===== config.mk =====
export PLATFORM = sky130hd
export DESIGN_NAME = dadda_mac_accumulator
export DESIGN_NICKNAME = d
export VERILOG_FILES = /design/src/rtl/dadda_mac_accumulator.sv
export SDC_FILE = /design/constraint.sdc
export NUM_CORES = 1
export LEC_CHECK = 0
export ABC_AREA = 1
export CAP_MARGIN = 30
export CORE_MARGIN = 2
export CORE_UTILIZATION = 39
export CTS_CLUSTER_SIZE = 14
export DETAILED_ROUTE_END_ITERATION = 8
export PLACE_DENSITY_LB_ADDON = 0.25
export SYNTH_ARGS = -nofsm -noshare
export SYNTH_HDL_FRONTEND = slang
export SYNTH_SLANG_ARGS = --single-unit

===== constraint.sdc =====
create_clock -name clk -period 2.39 [get_ports clk]
set_input_delay 0.3585 -clock clk [delete_from_list [all_inputs] [get_ports clk]]
set_output_delay 0.3585 -clock clk [all_outputs]
set_load 0.05 [all_outputs]

===== src/rtl/dadda_mac_accumulator.sv =====
// Burst multiply-accumulate: registered operands -> Dadda 4x4 array -> registered product -> accumulator.
// Result is held behind a valid/ready handshake until the consumer takes it.
module dadda_mac_accumulator #(
  parameter int unsigned ACC_W = 12,
  parameter int unsigned CNT_W = 4
) (
  input  logic             clk,
  input  logic             clear,
  input  logic             start,
  input  logic [CNT_W-1:0] len,
  input  logic             in_valid,
  output logic             in_ready,
  input  logic [3:0]       a,
  input  logic [3:0]       b,
  output logic             out_valid,
  input  logic             out_ready,
  output logic [ACC_W-1:0] acc_out,
  output logic             overflow,
  output logic             busy
);

  typedef enum logic [1:0] {StIdle, StRun, StFlush, StDone} state_e;

  state_e           r_state;
  logic [CNT_W-1:0] r_len;
  logic [CNT_W-1:0] r_cnt;
  logic             r_s1_v;
  logic [3:0]       r_s1_a;
  logic [3:0]       r_s1_b;
  logic             r_s2_v;
  logic [7:0]       r_s2_p;
  logic [ACC_W-1:0] r_acc;
  logic             r_ovf;

  logic             w_accept;
  logic [CNT_W-1:0] w_cnt_nxt;
  logic [ACC_W:0]   w_sum;
  logic [7:0]       w_prod;
  logic [3:0]       w_pp [4];

  assign in_ready  = (r_state == StRun);
  assign out_valid = (r_state == StDone);
  assign busy      = (r_state != StIdle);
  assign acc_out   = r_acc;
  assign overflow  = r_ovf;

  assign w_accept  = in_valid && in_ready;
  assign w_cnt_nxt = r_cnt + CNT_W'(1);
  // Extra top bit of the sum is the carry-out that feeds the sticky overflow flag.
  assign w_sum     = {1'b0, r_acc} + {{(ACC_W - 7){1'b0}}, r_s2_p};

  // Partial products: w_pp[i][j] has weight i+j.
  always_comb begin
    for (int i = 0; i < 4; i++) begin
      for (int j = 0; j < 4; j++) begin
        w_pp[i][j] = r_s1_a[i] & r_s1_b[j];
      end
    end
  end

  // Dadda reduction: heights 4 -> 3 (first layer), 3 -> 2 (second layer), then a carry-propagate add.
  logic w_h1s, w_h1c, w_h2s, w_h2c, w_h3s, w_h3c;
  logic w_f1s, w_f1c, w_f2s, w_f2c, w_f3s, w_f3c;
  logic [7:0] w_row_x, w_row_y;

  assign w_h1s = w_pp[0][3] ^ w_pp[1][2];
  assign w_h1c = w_pp[0][3] & w_pp[1][2];
  assign w_h2s = w_pp[1][3] ^ w_pp[2][2];
  assign w_h2c = w_pp[1][3] & w_pp[2][2];

  assign w_h3s = w_pp[0][2] ^ w_pp[1][1];
  assign w_h3c = w_pp[0][2] & w_pp[1][1];
  assign w_f1s = w_h1s ^ w_pp[2][1] ^ w_pp[3][0];
  assign w_f1c = (w_h1s & w_pp[2][1]) | (w_h1s & w_pp[3][0]) | (w_pp[2][1] & w_pp[3][0]);
  assign w_f2s = w_h2s ^ w_pp[3][1] ^ w_h1c;
  assign w_f2c = (w_h2s & w_pp[3][1]) | (w_h2s & w_h1c) | (w_pp[3][1] & w_h1c);
  assign w_f3s = w_pp[2][3] ^ w_pp[3][2] ^ w_h2c;
  assign w_f3c = (w_pp[2][3] & w_pp[3][2]) | (w_pp[2][3] & w_h2c) | (w_pp[3][2] & w_h2c);

  assign w_row_x = {1'b0, w_pp[3][3], w_f3s, w_f2s, w_f1s, w_h3s, w_pp[0][1], w_pp[0][0]};
  assign w_row_y = {1'b0, w_f3c, w_f2c, w_f1c, w_h3c, w_pp[2][0], w_pp[1][0], 1'b0};
  assign w_prod  = w_row_x + w_row_y;

  always_ff @(posedge clk or negedge clear) begin
    if (!clear) begin
      r_state <= StIdle;
      r_len   <= '0;
      r_cnt   <= '0;
      r_s1_v  <= 1'b0;
      r_s1_a  <= '0;
      r_s1_b  <= '0;
      r_s2_v  <= 1'b0;
      r_s2_p  <= '0;
      r_acc   <= '0;
      r_ovf   <= 1'b0;
    end else begin
      r_s1_v <= w_accept;
      if (w_accept) begin
        r_s1_a <= a;
        r_s1_b <= b;
      end
      r_s2_v <= r_s1_v;
      if (r_s1_v) begin
        r_s2_p <= w_prod;
      end
      if (r_s2_v) begin
        r_acc <= w_sum[ACC_W-1:0];
        r_ovf <= r_ovf | w_sum[ACC_W];
      end

      case (r_state)
        StIdle: begin
          if (start) begin
            r_len   <= len;
            r_cnt   <= '0;
            r_acc   <= '0;
            r_ovf   <= 1'b0;
            r_state <= (len == '0) ? StDone : StRun;
          end
        end
        StRun: begin
          if (w_accept) begin
            r_cnt <= w_cnt_nxt;
            if (w_cnt_nxt == r_len) begin
              r_state <= StFlush;
            end
          end
        end
        StFlush: begin
          if (!r_s1_v && !r_s2_v) begin
            r_state <= StDone;
          end
        end
        StDone: begin
          if (out_ready) begin
            r_state <= StIdle;
          end
        end
      endcase
    end
  end

endmodule


# After elaboration in Yosys (flattened, before gate mapping)

Cells that the tools add are included.

Equality and inequality tests: 9
Bitwise operators: 44
Reductions and logical operators: 11
Muxes and demuxes: 16
$add $sub $neg: 3

Operators by type and width:

| kind                                                   | number |
|---|---|
| 2-to-1 mux 12 bit                                      | 3 |
| AND 1 bit                                              | 28 |
| adder 12 x 8 -> 13 bit                                 | 1 |
| 2-to-1 mux 2 bit                                       | 6 |
| XOR 1 bit                                              | 9 |
| adder 7 x 7 -> 8 bit                                   | 1 |
| 2-to-1 mux 4 bit                                       | 2 |
| one-hot mux 2 bit (4 select lines)                     | 1 |
| one-hot mux 4 bit (2 select lines)                     | 1 |
| bitwise OR 1 bit                                       | 7 |
| inequality test 2 x 1 -> 1 bit (second input constant) | 3 |
| AND reduction 5 bit                                    | 1 |
| adder 4 x 1 -> 4 bit (second input constant)           | 1 |
| == test 2 bit (second input constant)                  | 2 |
| == test 4 bit                                          | 1 |
| logical NOT 4 bit                                      | 1 |
| inequality test 2 bit (second input constant)          | 2 |
| nonzero test 2 bit                                     | 2 |
| 2-to-1 mux 1 bit                                       | 3 |
| AND reduction 3 bit                                    | 1 |
| == test 2 x 1 -> 1 bit (second input constant)         | 1 |
| logical AND 1 bit                                      | 2 |
| logical NOT 1 bit                                      | 2 |
| logical NOT 2 bit                                      | 1 |
| AND reduction 2 bit                                    | 1 |

Word-level logic and storage cells: 93
Output and inout bits: 16
Register bits after elaboration: 41
Bits of input ports: 17

# Depth between registers and ports, before layout

Gate-level depths: netlist of run 1.

Depth in word-level cells: 6
Mapped depth: 13
Depth with buffers taken out: 13

# Least setup slack after synthesis of run 1

Ideal clock, no wire load.

Path type: register to register
From: reg r_s1_b[3]
To: reg r_s2_p[7]
Clock period less this slack: 2.200 ns
Setup slack: 0.190 ns
Cell stages (with the launch flop): 14
Arrival time: 2.079 ns
Setup time: 0.122 ns
Cell sequence: dfrtp_1 > nand2_1 > inv_1 > ha_1 > inv_1 > fa_1 > inv_1 > ha_1 > a21oi_1 > nand2_1 > nand2_1 > nand2_1 > nand2_1 > a21oi_1

Cells in the longest elaborated chain, start to end: 6
Elaborated cells on any way between the ends: 29
Classes of those cells: add/sub (1); bitwise (28)

RTL lines:

| what                                             | line       | source |
|---|---|---|
| from (decl)                                      | 29         | `logic [3:0] r_s1_b;` |
| from (signal assigned)                           | 91         | `r_s1_b <= '0;` |
| from (signal assigned)                           | 100        | `r_s1_b <= b;` |
| AND 1 bit                                        | 56         | `w_pp[i][j] = r_s1_a[i] & r_s1_b[j];` |
| XOR 1 bit (tied with other cells)                | 66         | `assign w_h1s = w_pp[0][3] ^ w_pp[1][2];` |
| AND 1 bit (on tied branches)                     | 74, 76, 78 |  |
| bitwise OR 1 bit (on tied branches) (2 in a row) | 74, 76, 78 |  |
| adder 7 x 7 -> 8 bit *                           | 82         | `assign w_prod = w_row_x + w_row_y;` |
| to (signal assigned)                             | 104        | `r_s2_p <= w_prod;` |
| to (decl)                                        | 31         | `logic [7:0] r_s2_p;` |

Every way passes the cells marked *; elsewhere a longest branch is shown, timed or not.
A chain may end at the register's enable or synchronous reset.

# Final worst setup path of run 1

From: reg r_state[0]
To: out busy

Cells in the longest elaborated chain, start to end: 1

RTL lines:

| what                   | line | source |
|---|---|---|
| from (decl)            | 24   | `state_e r_state;` |
| from (signal assigned) | 86   | `r_state <= StIdle;` |
| from (signal assigned) | 118  | `r_state <= (len == '0) ? StDone : StRun;` |
| from (signal assigned) | 125  | `r_state <= StFlush;` |
| nonzero test 2 bit     | 43   | `assign busy = (r_state != StIdle);` |
| to (decl)              | 19   | `output logic busy` |

Every way passes these cells.

==> results of run 1 <==
## registers in the layout, summed over array words and instances, names as in the netlist
register / flops
r_s1_b: 4
r_s2_p: 8
r_s1_v: 1
r_cnt: 4
r_len: 4
r_s2_v: 1
overflow: 1
acc_out: 12
r_state: 2
r_s1_a: 4
## layer usage
| metal | track usage | part of all wire | vias up |
|---|---|---|---|
| met5 | 0 | 0 | - |
| met4 | 0.0634 | 0.020 | 0 |
| met3 | 0.0308 | 0.025 | 13 |
| met2 | 0.268 | 0.46 | 36 |
| met1 | 0.228 | 0.49 | 1085 |
| li1 | - | - | 1271 |
## power by group through the flow
stage | Combinational [mW] | Sequential (mW) | Clock [mW]
floorplan | 1.52 | 1.34 | 0
global placement | 2.21 | 1.20 | 0
detailed placement | 2.24 | 1.21 | 0
CTS | 2.26 | 1.19 | 0.500
global route | 2.73 | 1.23 | 0.527
finish | 2.39 | 1.19 | 0.485
## through the flow
step	setup slack [ns]	cells
6_report	0.113	518
5_1_grt	0.00378	518
3_3_place_gp	0.111	506
4_1_cts	0.0591	515
3_5_place_dp	0.0838	506
2_1_floorplan	0.190	378
## layout make-up
type | instances | area, um2
inverter | 64 | 240
timing repair buffer | 41 | 385
clock buffer | 6 | 82.6
fill | 675 | 3470
clock inverter | 2 | 13.8
multi-input combinational | 268 | 1540
tap | 96 | 120
sequential | 41 | 1030
## worst max-delay path: stages (launching register included)
cell and delay (ns):
dfrtp_1 0.41, inv_1 0.10, ha_1 0.25, inv_2 0.08, clkdlybuf4s50_1 0.80
## worst paths after layout
path                                         from                     to  cells past startpoint
max                        r_state[0]$_DFFE_PN0P_                   busy                      4
min                         r_s2_p[3]$_DFFE_PN0P_  r_s2_p[3]$_DFFE_PN0P_                      2
max reg2reg                 r_s1_b[3]$_DFFE_PN0P_  r_s2_p[7]$_DFFE_PN0P_                     13
min reg2reg                 r_s2_p[3]$_DFFE_PN0P_  r_s2_p[3]$_DFFE_PN0P_                      2
max in group asynchronous                   clear   acc_out[3]$_DFF_PN0_                      3
min in group asynchronous                   clear   acc_out[6]$_DFF_PN0_                      2
## logic make-up after synthesis
kind of cell,after synthesis
AOI/OAI and AO/OA,43
DFF,41
and+or+nand+nor,195
adders and majority gates,28
buffers and inverters,69
xor gates and xnor gates,2
## layout by cell type (no fill, tap or decap), drive strengths merged, types with 2 or more instances in the layout
cell type      count
nand3             25
o211ai             2
fa                 5
dfrtp             41
clkinv             5
or2                2
ha                23
nor2              34
buf                9
nand4              4
o22ai              3
clkbuf             6
a21oi             15
o21ai             19
clkdlybuf4s50     31
nand2            128
inv               61
o21bai             2
## timing repair
| item | 4_1_cts | 5_1_grt |
|---|---|---|
| hold endpoints to repair | 14 | 0 |
| resized for setup | 0 | 8 |
| hold buffers | 1 | 0 |
| setup buffers | 0 | 3 |
| endpoints found under the setup margin | 0 | 4 |
==> impl_metrics.ini, run 1 <==
[critical_path]
path_class = flip-flop to output pin
critical_path_arrival_ns = 1.92
reg2reg_setup_slack_ns = 0.17
crit_fanout = 4
cp.required_ns = 2.03
startpoint_type = flip-flop
critPathCaptureType = output pin

[synth]
syn_inst = 378
synth.most_common_cell = nand2_1
synthFlopType = dfrtp_1
synthesis.nets = 423
synth_common_cells = 122 x nand2_1, 54 x inv_1, 41 x dfrtp_1
synth_top_family_by_area = simple AND/OR/NAND/NOR gates
synth_xor_area_frac = 0.00629
yosysTopAreaCell = dfrtp_1
synthAdderAreaFrac = 0.139
synth-seq-cells = 41
synth_mux_area_frac = 0
yosys.area_share.simple = 0.300
synth-edff-count = 0
synth.yosys.warnings = 0
syn_avg_cell_area_um2 = 7.36
synth_compound_area_frac = 0.0876
ys_seq_area_frac = 0.369
async_reset_ff_frac = 1.00
synthesis.area_um2 = 2780
yosysUniqueCellTypes = 33
synth_top_area_share = 0.369
synth_area_leaders = dfrtp_1 37%, nand2_1 16%, ha_1 10%

[placed_design]
portBuffers = 32
dp_hpwl_um = 4480
dpl_cell_area_um2 = 3220
gp_congestion = 0.814

[clock_network]
clock-sinks = 41
clkLatencyLatePin_ns = 0.29
cts_buffer_depth = 2
cts_buffers = 5
clk_pin_slew_ns = 0.08
cts_tree = built
htree_levels = 2
cts-root-buf = clkbuf_8

[outcome]
status = finished, final reports clean

[sta]
final.setup_skew_ns = 0.00961
rsz0062_at_grt = no
setup_violations = 0
tns_ns = 0
min_period_ns = 2.28
hold_viol_final = 0
fmax_ghz = 0.439
relSlewSlack = 0.666
fin_crit_sh = 0.953
hold_ws_ns = 0.487
slew_violations = 0
worstMarginPinSlew_ns = 0.499

[floorplanning]
dieArea_um2 = 7830
coreArea_um2 = 6870
ios = 33
fp.dieH_um = 88.5
rows = 30
initial_core_util = 0.405
die_x_um = 88.5

[global_route]
antenna_found_initial = 0
grt_remaining_overflow = 0
grtUsageTotal = 0.168
grt_pass1_vias = 2437
grt_pass1_wl_um = 10500
grt_max_degree = 28

[pwr]
p_per_area_nw_per_um2 = 1190
power_switching_mw = 1.96
combPwrFrac = 0.588
power.sequential.fraction = 0.293
switching_share = 0.482
power.leakage_nw = 1.88
intPower_mw = 2.10
finalPower_mw = 4.06
clkPwrFrac = 0.119
peakVddDrop_uv = 613

[routing]
via_per_inst = 4.64
drc = 0
first_iter_violations = 71
wl_um = 5840
wl_per_cell_um = 11.3
vias = 2405
final_antenna_net_count = 0
dr.pass1.iters = 4

[min_path]
hold_class = flip-flop to flip-flop

[cells_and_area]
n_antenna_cell = 0
syn2layout_area_growth_pct = 22.2
drive_gt1_frac = 0.109
final_cell_area_um2 = 3400
fin_nets = 466
final_util = 0.495

[run]
maxCapViolCount = 0
Note: power is estimated with default switching activity, not from simulation.
==> inputs of run 2 (changes only) <==
Settings changed: CORE_UTILIZATION 39 to 50, PLACE_DENSITY set to 0.73, PLACE_DENSITY_LB_ADDON 0.25 to not set.
==> run 2 against run 1 <==
Against the previous run:
- setup slack lost 0.013 ns
- wire length is 3.3% higher
- non-clock buffer count unchanged
- die area fell by 21%
- worst hold slack gained 0.0079 ns
- cell count is 4.6% lower
- count of clock-buffer cells in the layout decreased by 1
- sequential cell count is the same
- sequential share of layout area up 0.30 points
- final area shrank 0.99%
- register-to-register slack got worse by 0.07 ns
- largest cell class unchanged
==> impl_metrics.ini, run 2 (synthesized netlist as in run 1, its figures left out) <==
[outcome]
status = finished, final reports clean

[clock_network]
cts_buffers = 5
cts-root-buf = clkbuf_8
clkLatencyLatePin_ns = 0.30
htree_levels = 2
clock-sinks = 41
clk_pin_slew_ns = 0.09
cts_buffer_depth = 2
cts_tree = built

[sta]
min_period_ns = 2.29
rsz0062_at_grt = yes
hold_viol_final = 0
setup_violations = 0
worstMarginPinSlew_ns = 0.516
final.setup_skew_ns = 0.00769
hold_ws_ns = 0.495
fin_crit_sh = 0.958
slew_violations = 0
relSlewSlack = 0.655
fmax_ghz = 0.437

[critical_path]
startpoint_type = flip-flop
path_class = flip-flop to flip-flop
slowest_stage = fa_1
critPathCaptureType = flip-flop
slowest_delay_ns = 0.53
cp.required_ns = 2.58
crit_chain = nand2_1, inv_1, ha_1, inv_1, fa_1, inv_1, ha_4, a21oi_1, nand2_1, nand2_1, nand2_1, nand2_1, a21oi_2
critical_path_arrival_ns = 2.48
cp_common_cell = nand2_1
crit_fanout = 5

[pwr]
power.leakage_nw = 1.88
clkPwrFrac = 0.138
power.sequential.fraction = 0.294
power_switching_mw = 1.99
switching_share = 0.478
intPower_mw = 2.18
combPwrFrac = 0.568
peakVddDrop_uv = 925
p_per_area_nw_per_um2 = 1240

[routing]
first_iter_violations = 109
via_per_inst = 4.99
drc = 0
dr.pass1.iters = 4
wl_um = 6030
final_antenna_net_count = 0
wl_per_cell_um = 12.2
vias = 2463

[placed_design]
portBuffers = 32
dp_hpwl_um = 4590
gp_congestion = 0.825

[global_route]
grtUsageTotal = 0.215
grt_remaining_overflow = 0
grt_pass1_vias = 2321
antenna_found_initial = 0
grt_max_degree = 21
grt_pass1_wl_um = 10400

[floorplanning]
rows = 27
ios = 33
fp.dieH_um = 78.6
initial_core_util = 0.512
dieArea_um2 = 6180
coreArea_um2 = 5440
die_x_um = 78.6

[cells_and_area]
largest_reg_flops = 12
fillers = 492
final_util = 0.620
final_cell_mix = 122 x nand2_1, 54 x inv_1, 41 x dfrtp_1, 31 x nor2_1, 31 x clkdlybuf4s50_1
n_antenna_cell = 0
layout_commonest_cell = nand2_1
fin_nets = 466
drive_gt1_frac = 0.0995
syn2layout_area_growth_pct = 21.0

[run]
maxCapViolCount = 0

[min_path]
hold_class = flip-flop to flip-flop
run 2: critical path: cells and delay by family, from the launching register on:
kind,cells,cell delay [ns]
adder cells (fa/ha/maj),3,1.06
flip-flops,1,0.43
AND/OR/NAND/NOR,5,0.37
AO/OA/AOI/OAI,2,0.18
buffers and inverters,3,0.16
run 2: final timing paths:
kind,from,endpoint,slack [ns],cells after the start
worst max-delay path,r_s1_b[3]$_DFFE_PN0P_,r_s2_p[7]$_DFFE_PN0P_,0.10,13
worst min-delay path,r_s2_p[3]$_DFFE_PN0P_,r_s2_p[3]$_DFFE_PN0P_,0.50,2
worst max register to register,r_s1_b[3]$_DFFE_PN0P_,r_s2_p[7]$_DFFE_PN0P_,0.10,13
worst min register to register,r_s2_p[3]$_DFFE_PN0P_,r_s2_p[3]$_DFFE_PN0P_,0.50,2
max in group asynchronous,clear,r_len[0]$_DFFE_PN0P_,1.32,3
min in group asynchronous,clear,r_s2_p[2]$_DFFE_PN0P_,0.53,2
run 2: area by class of cell:
type,count,area (um2),area share
Multi-Input combinational cell,268,1510,0.449
Sequential cell,41,1030,0.304
Timing Repair Buffer,41,385,0.114
Inverter,64,240,0.0713
Tap cell,72,90.1,0.0267
Clock buffer,5,68.8,0.0204
Clock inverter,3,46.3,0.0137
run 2: power groups by stage:
stage	Sequential, mW	Combinational [mW]	Clock, mW
2_1_floorplan	1.34	1.52	0
3_3_place_gp	1.23	2.15	0
3_5_place_dp	1.24	2.20	0
4_1_cts	1.23	2.22	0.593
5_1_grt	1.27	2.66	0.616
6_report	1.23	2.37	0.576
run 2: layer usage:
metal	up-vias	wire [um]	track usage	share of wire
met5	-	0	0	0
met4	0	85	0.0649	0.014
met3	9	283	0.0402	0.047
met2	66	2880	0.362	0.48
met1	1121	2790	0.280	0.46
li1	1267	-	-	-
run 2: per-stage QoR:
| step | power, mW | setup WS [ns] | area, um2 | std cells | setup TNS, ns |
|---|---|---|---|---|---|
| finish | 4.17 | 0.100 | 3370 | 494 | 0 |
| global route | 4.55 | -0.0549 | 3370 | 494 | -0.0758 |
| CTS | 4.04 | 0.0251 | 3310 | 490 | 0 |
| floorplan | 2.86 | 0.190 | 2780 | 378 | 0 |
| global placement | 3.38 | 0.111 | 3190 | 481 | 0 |
| detailed placement | 3.44 | 0.0560 | 3190 | 481 | 0 |
run 2: repair_timing:
action                                 in CTS  in global routing
resized for setup                           0                  6
hold buffers                                1                  0
endpoints found under the hold margin       1                  0
setup endpoints to repair                   0                  4
buffers inserted                            0                  4
==> inputs of run 3 (changes only) <==
Settings changed: CORE_UTILIZATION 50 to 45, PLACE_DENSITY 0.73 to 0.66.
==> run 3 against run 2 <==
Against the previous run:
- sequential share of layout area is 0.29 points higher
- largest power group unchanged
- clock power is 20% lower
- cell count is 0.40% higher
- die area is 11% higher
- setup slack hardly changed
- count of clock-buffer cells in the layout is 1 higher
- combinational power is 2% lower
- via count is 2.6% lower
- first-iteration DRC count is 19% lower
- sequential cell count stayed put
- power is 4.4% lower
- highest routed layer unchanged
- wire length is 3.7% lower
==> impl_metrics.ini, run 3 (synthesized netlist as in run 1, its figures left out) <==
[global_route]
grtUsageTotal = 0.192
grt_remaining_overflow = 0
grt_max_degree = 19
grt_pass1_wl_um = 9990
antenna_found_initial = 0
grt_pass1_vias = 2200

[pwr]
peakVddDrop_uv = 974
p_per_area_nw_per_um2 = 1190
power.leakage_nw = 1.86

[placed_design]
dp_hpwl_um = 4500
portBuffers = 32
gp_congestion = 0.818
pre_cts_ws_ns = 0.0712
dpl_cell_area_um2 = 3200

[floorplanning]
fp.dieH_um = 82.7
ios = 33
dieArea_um2 = 6830
rows = 28
initial_core_util = 0.467
die_x_um = 82.7
coreArea_um2 = 5960

[clock_network]
htree_levels = 2
cts_tree = built
clock-sinks = 41
clkLatencyLatePin_ns = 0.30
cts_buffer_depth = 2
clk_pin_slew_ns = 0.08
cts_buffers = 5
cts-root-buf = clkbuf_8

[min_path]
hold_class = flip-flop to flip-flop

[sta]
min_period_ns = 2.29
hold_ws_ns = 0.493
fmax_ghz = 0.437
tns_ns = 0
rsz0062_at_grt = no
final.setup_skew_ns = 0.0127
hold_viol_final = 0
relSlewSlack = 0.665
fin_ws_ns = 0.101
slew_violations = 0
worstMarginPinSlew_ns = 0.501
fin_crit_sh = 0.958
setup_violations = 0

[cells_and_area]
syn2layout_area_growth_pct = 19.9
final_cell_area_um2 = 3340
n_antenna_cell = 0
final_cell_mix = 122 x nand2_1, 54 x inv_1, 41 x dfrtp_1, 31 x nor2_1, 31 x clkdlybuf4s50_1
largest_reg_flops = 12
fin_nets = 465
layout_commonest_cell = nand2_1
drive_gt1_frac = 0.0950
final_util = 0.561

[outcome]
status = finished, final reports clean

[critical_path]
startpoint_type = flip-flop
cp.required_ns = 2.60
path_class = flip-flop to flip-flop
slowest_delay_ns = 0.58
crit_fanout = 5
critical_path_arrival_ns = 2.50
crit_chain = nand2_1, inv_1, ha_1, fa_1, ha_4, a21o_1, o21ai_0, nand2_1, o21ai_0
critPathCaptureType = flip-flop
slowest_stage = fa_1

[routing]
dr.pass1.iters = 4
drc = 0
wl_um = 5810
final_antenna_net_count = 0
first_iter_violations = 88
wl_per_cell_um = 11.7
vias = 2399
via_per_inst = 4.84

[run]
maxCapViolCount = 0
==> run 3: changes by cell type in the layout (fill, tap and decap cells not counted) <==
cell	previous run	this run
o21ai_0	9	11
o21ai_1	8	6
buf_4	8	7
bufinv_16	1	0
clkbuf_1	0	1
clkinv_4	1	0
clkinvlp_4	1	2
==> run 3: timing repair <==
action | CTS | global route
hold buffers | 1 | 0
setup buffers | 0 | 2
setup endpoints to repair | 0 | 4
hold endpoints to repair | 8 | 0
gates resized for setup | 0 | 3
==> run 3: area by class of cell <==
| cell class | instances | area, um2 |
|---|---|---|
| flip-flops and latches | 41 | 1030 |
| multi-input cells | 268 | 1510 |
| repair buffers | 40 | 378 |
| clock buffers | 6 | 72.6 |
| fillers | 583 | 2620 |
| inverters | 64 | 240 |
| well taps | 75 | 93.8 |
| clock inverters | 2 | 15.0 |
==> run 3: through the flow <==
step	std cells	power (mW)
floorplan	378	2.86
global placement	485	3.40
detailed placement	485	3.44
CTS	494	3.91
global route	496	4.39
finish	496	3.98
==> run 3: critical path: cells and delay by family (launching register included) <==
family	cells	cell delay, ns
compound gates	3	0.49
fa+ha+maj	3	1.09
flops	1	0.44
simple gates	2	0.15
buf+inv	1	0.04
==> run 3: metal layers <==
metal  GRT usage  share of wire  up-vias
met1       0.277           0.51     1089
met2       0.298           0.45       39
li1            -              -     1265
met5           0              0        -
met3      0.0391          0.029        6
met4      0.0443          0.010        0
==> run 3: report_power, final <==
part	internal, mW	switching [mW]	total, mW
combinational	0.892	1.43	2.32
clock	0.206	0.254	0.460
sequential	0.945	0.259	1.20
==> run 3: path summary, 6_finish.rpt <==
check	from	slack [ns]	cells after the start	end
max	r_s1_b[2]$_DFFE_PN0P_	0.10	9	r_s2_p[4]$_DFFE_PN0P_
max in group asynchronous	clear	1.29	3	r_s2_p[1]$_DFFE_PN0P_
max reg2reg	r_s1_b[2]$_DFFE_PN0P_	0.10	9	r_s2_p[4]$_DFFE_PN0P_
min	r_s2_p[3]$_DFFE_PN0P_	0.49	2	r_s2_p[3]$_DFFE_PN0P_
min in group asynchronous	clear	0.52	2	acc_out[6]$_DFF_PN0_
min reg2reg	r_s2_p[3]$_DFFE_PN0P_	0.49	2	r_s2_p[3]$_DFFE_PN0P_
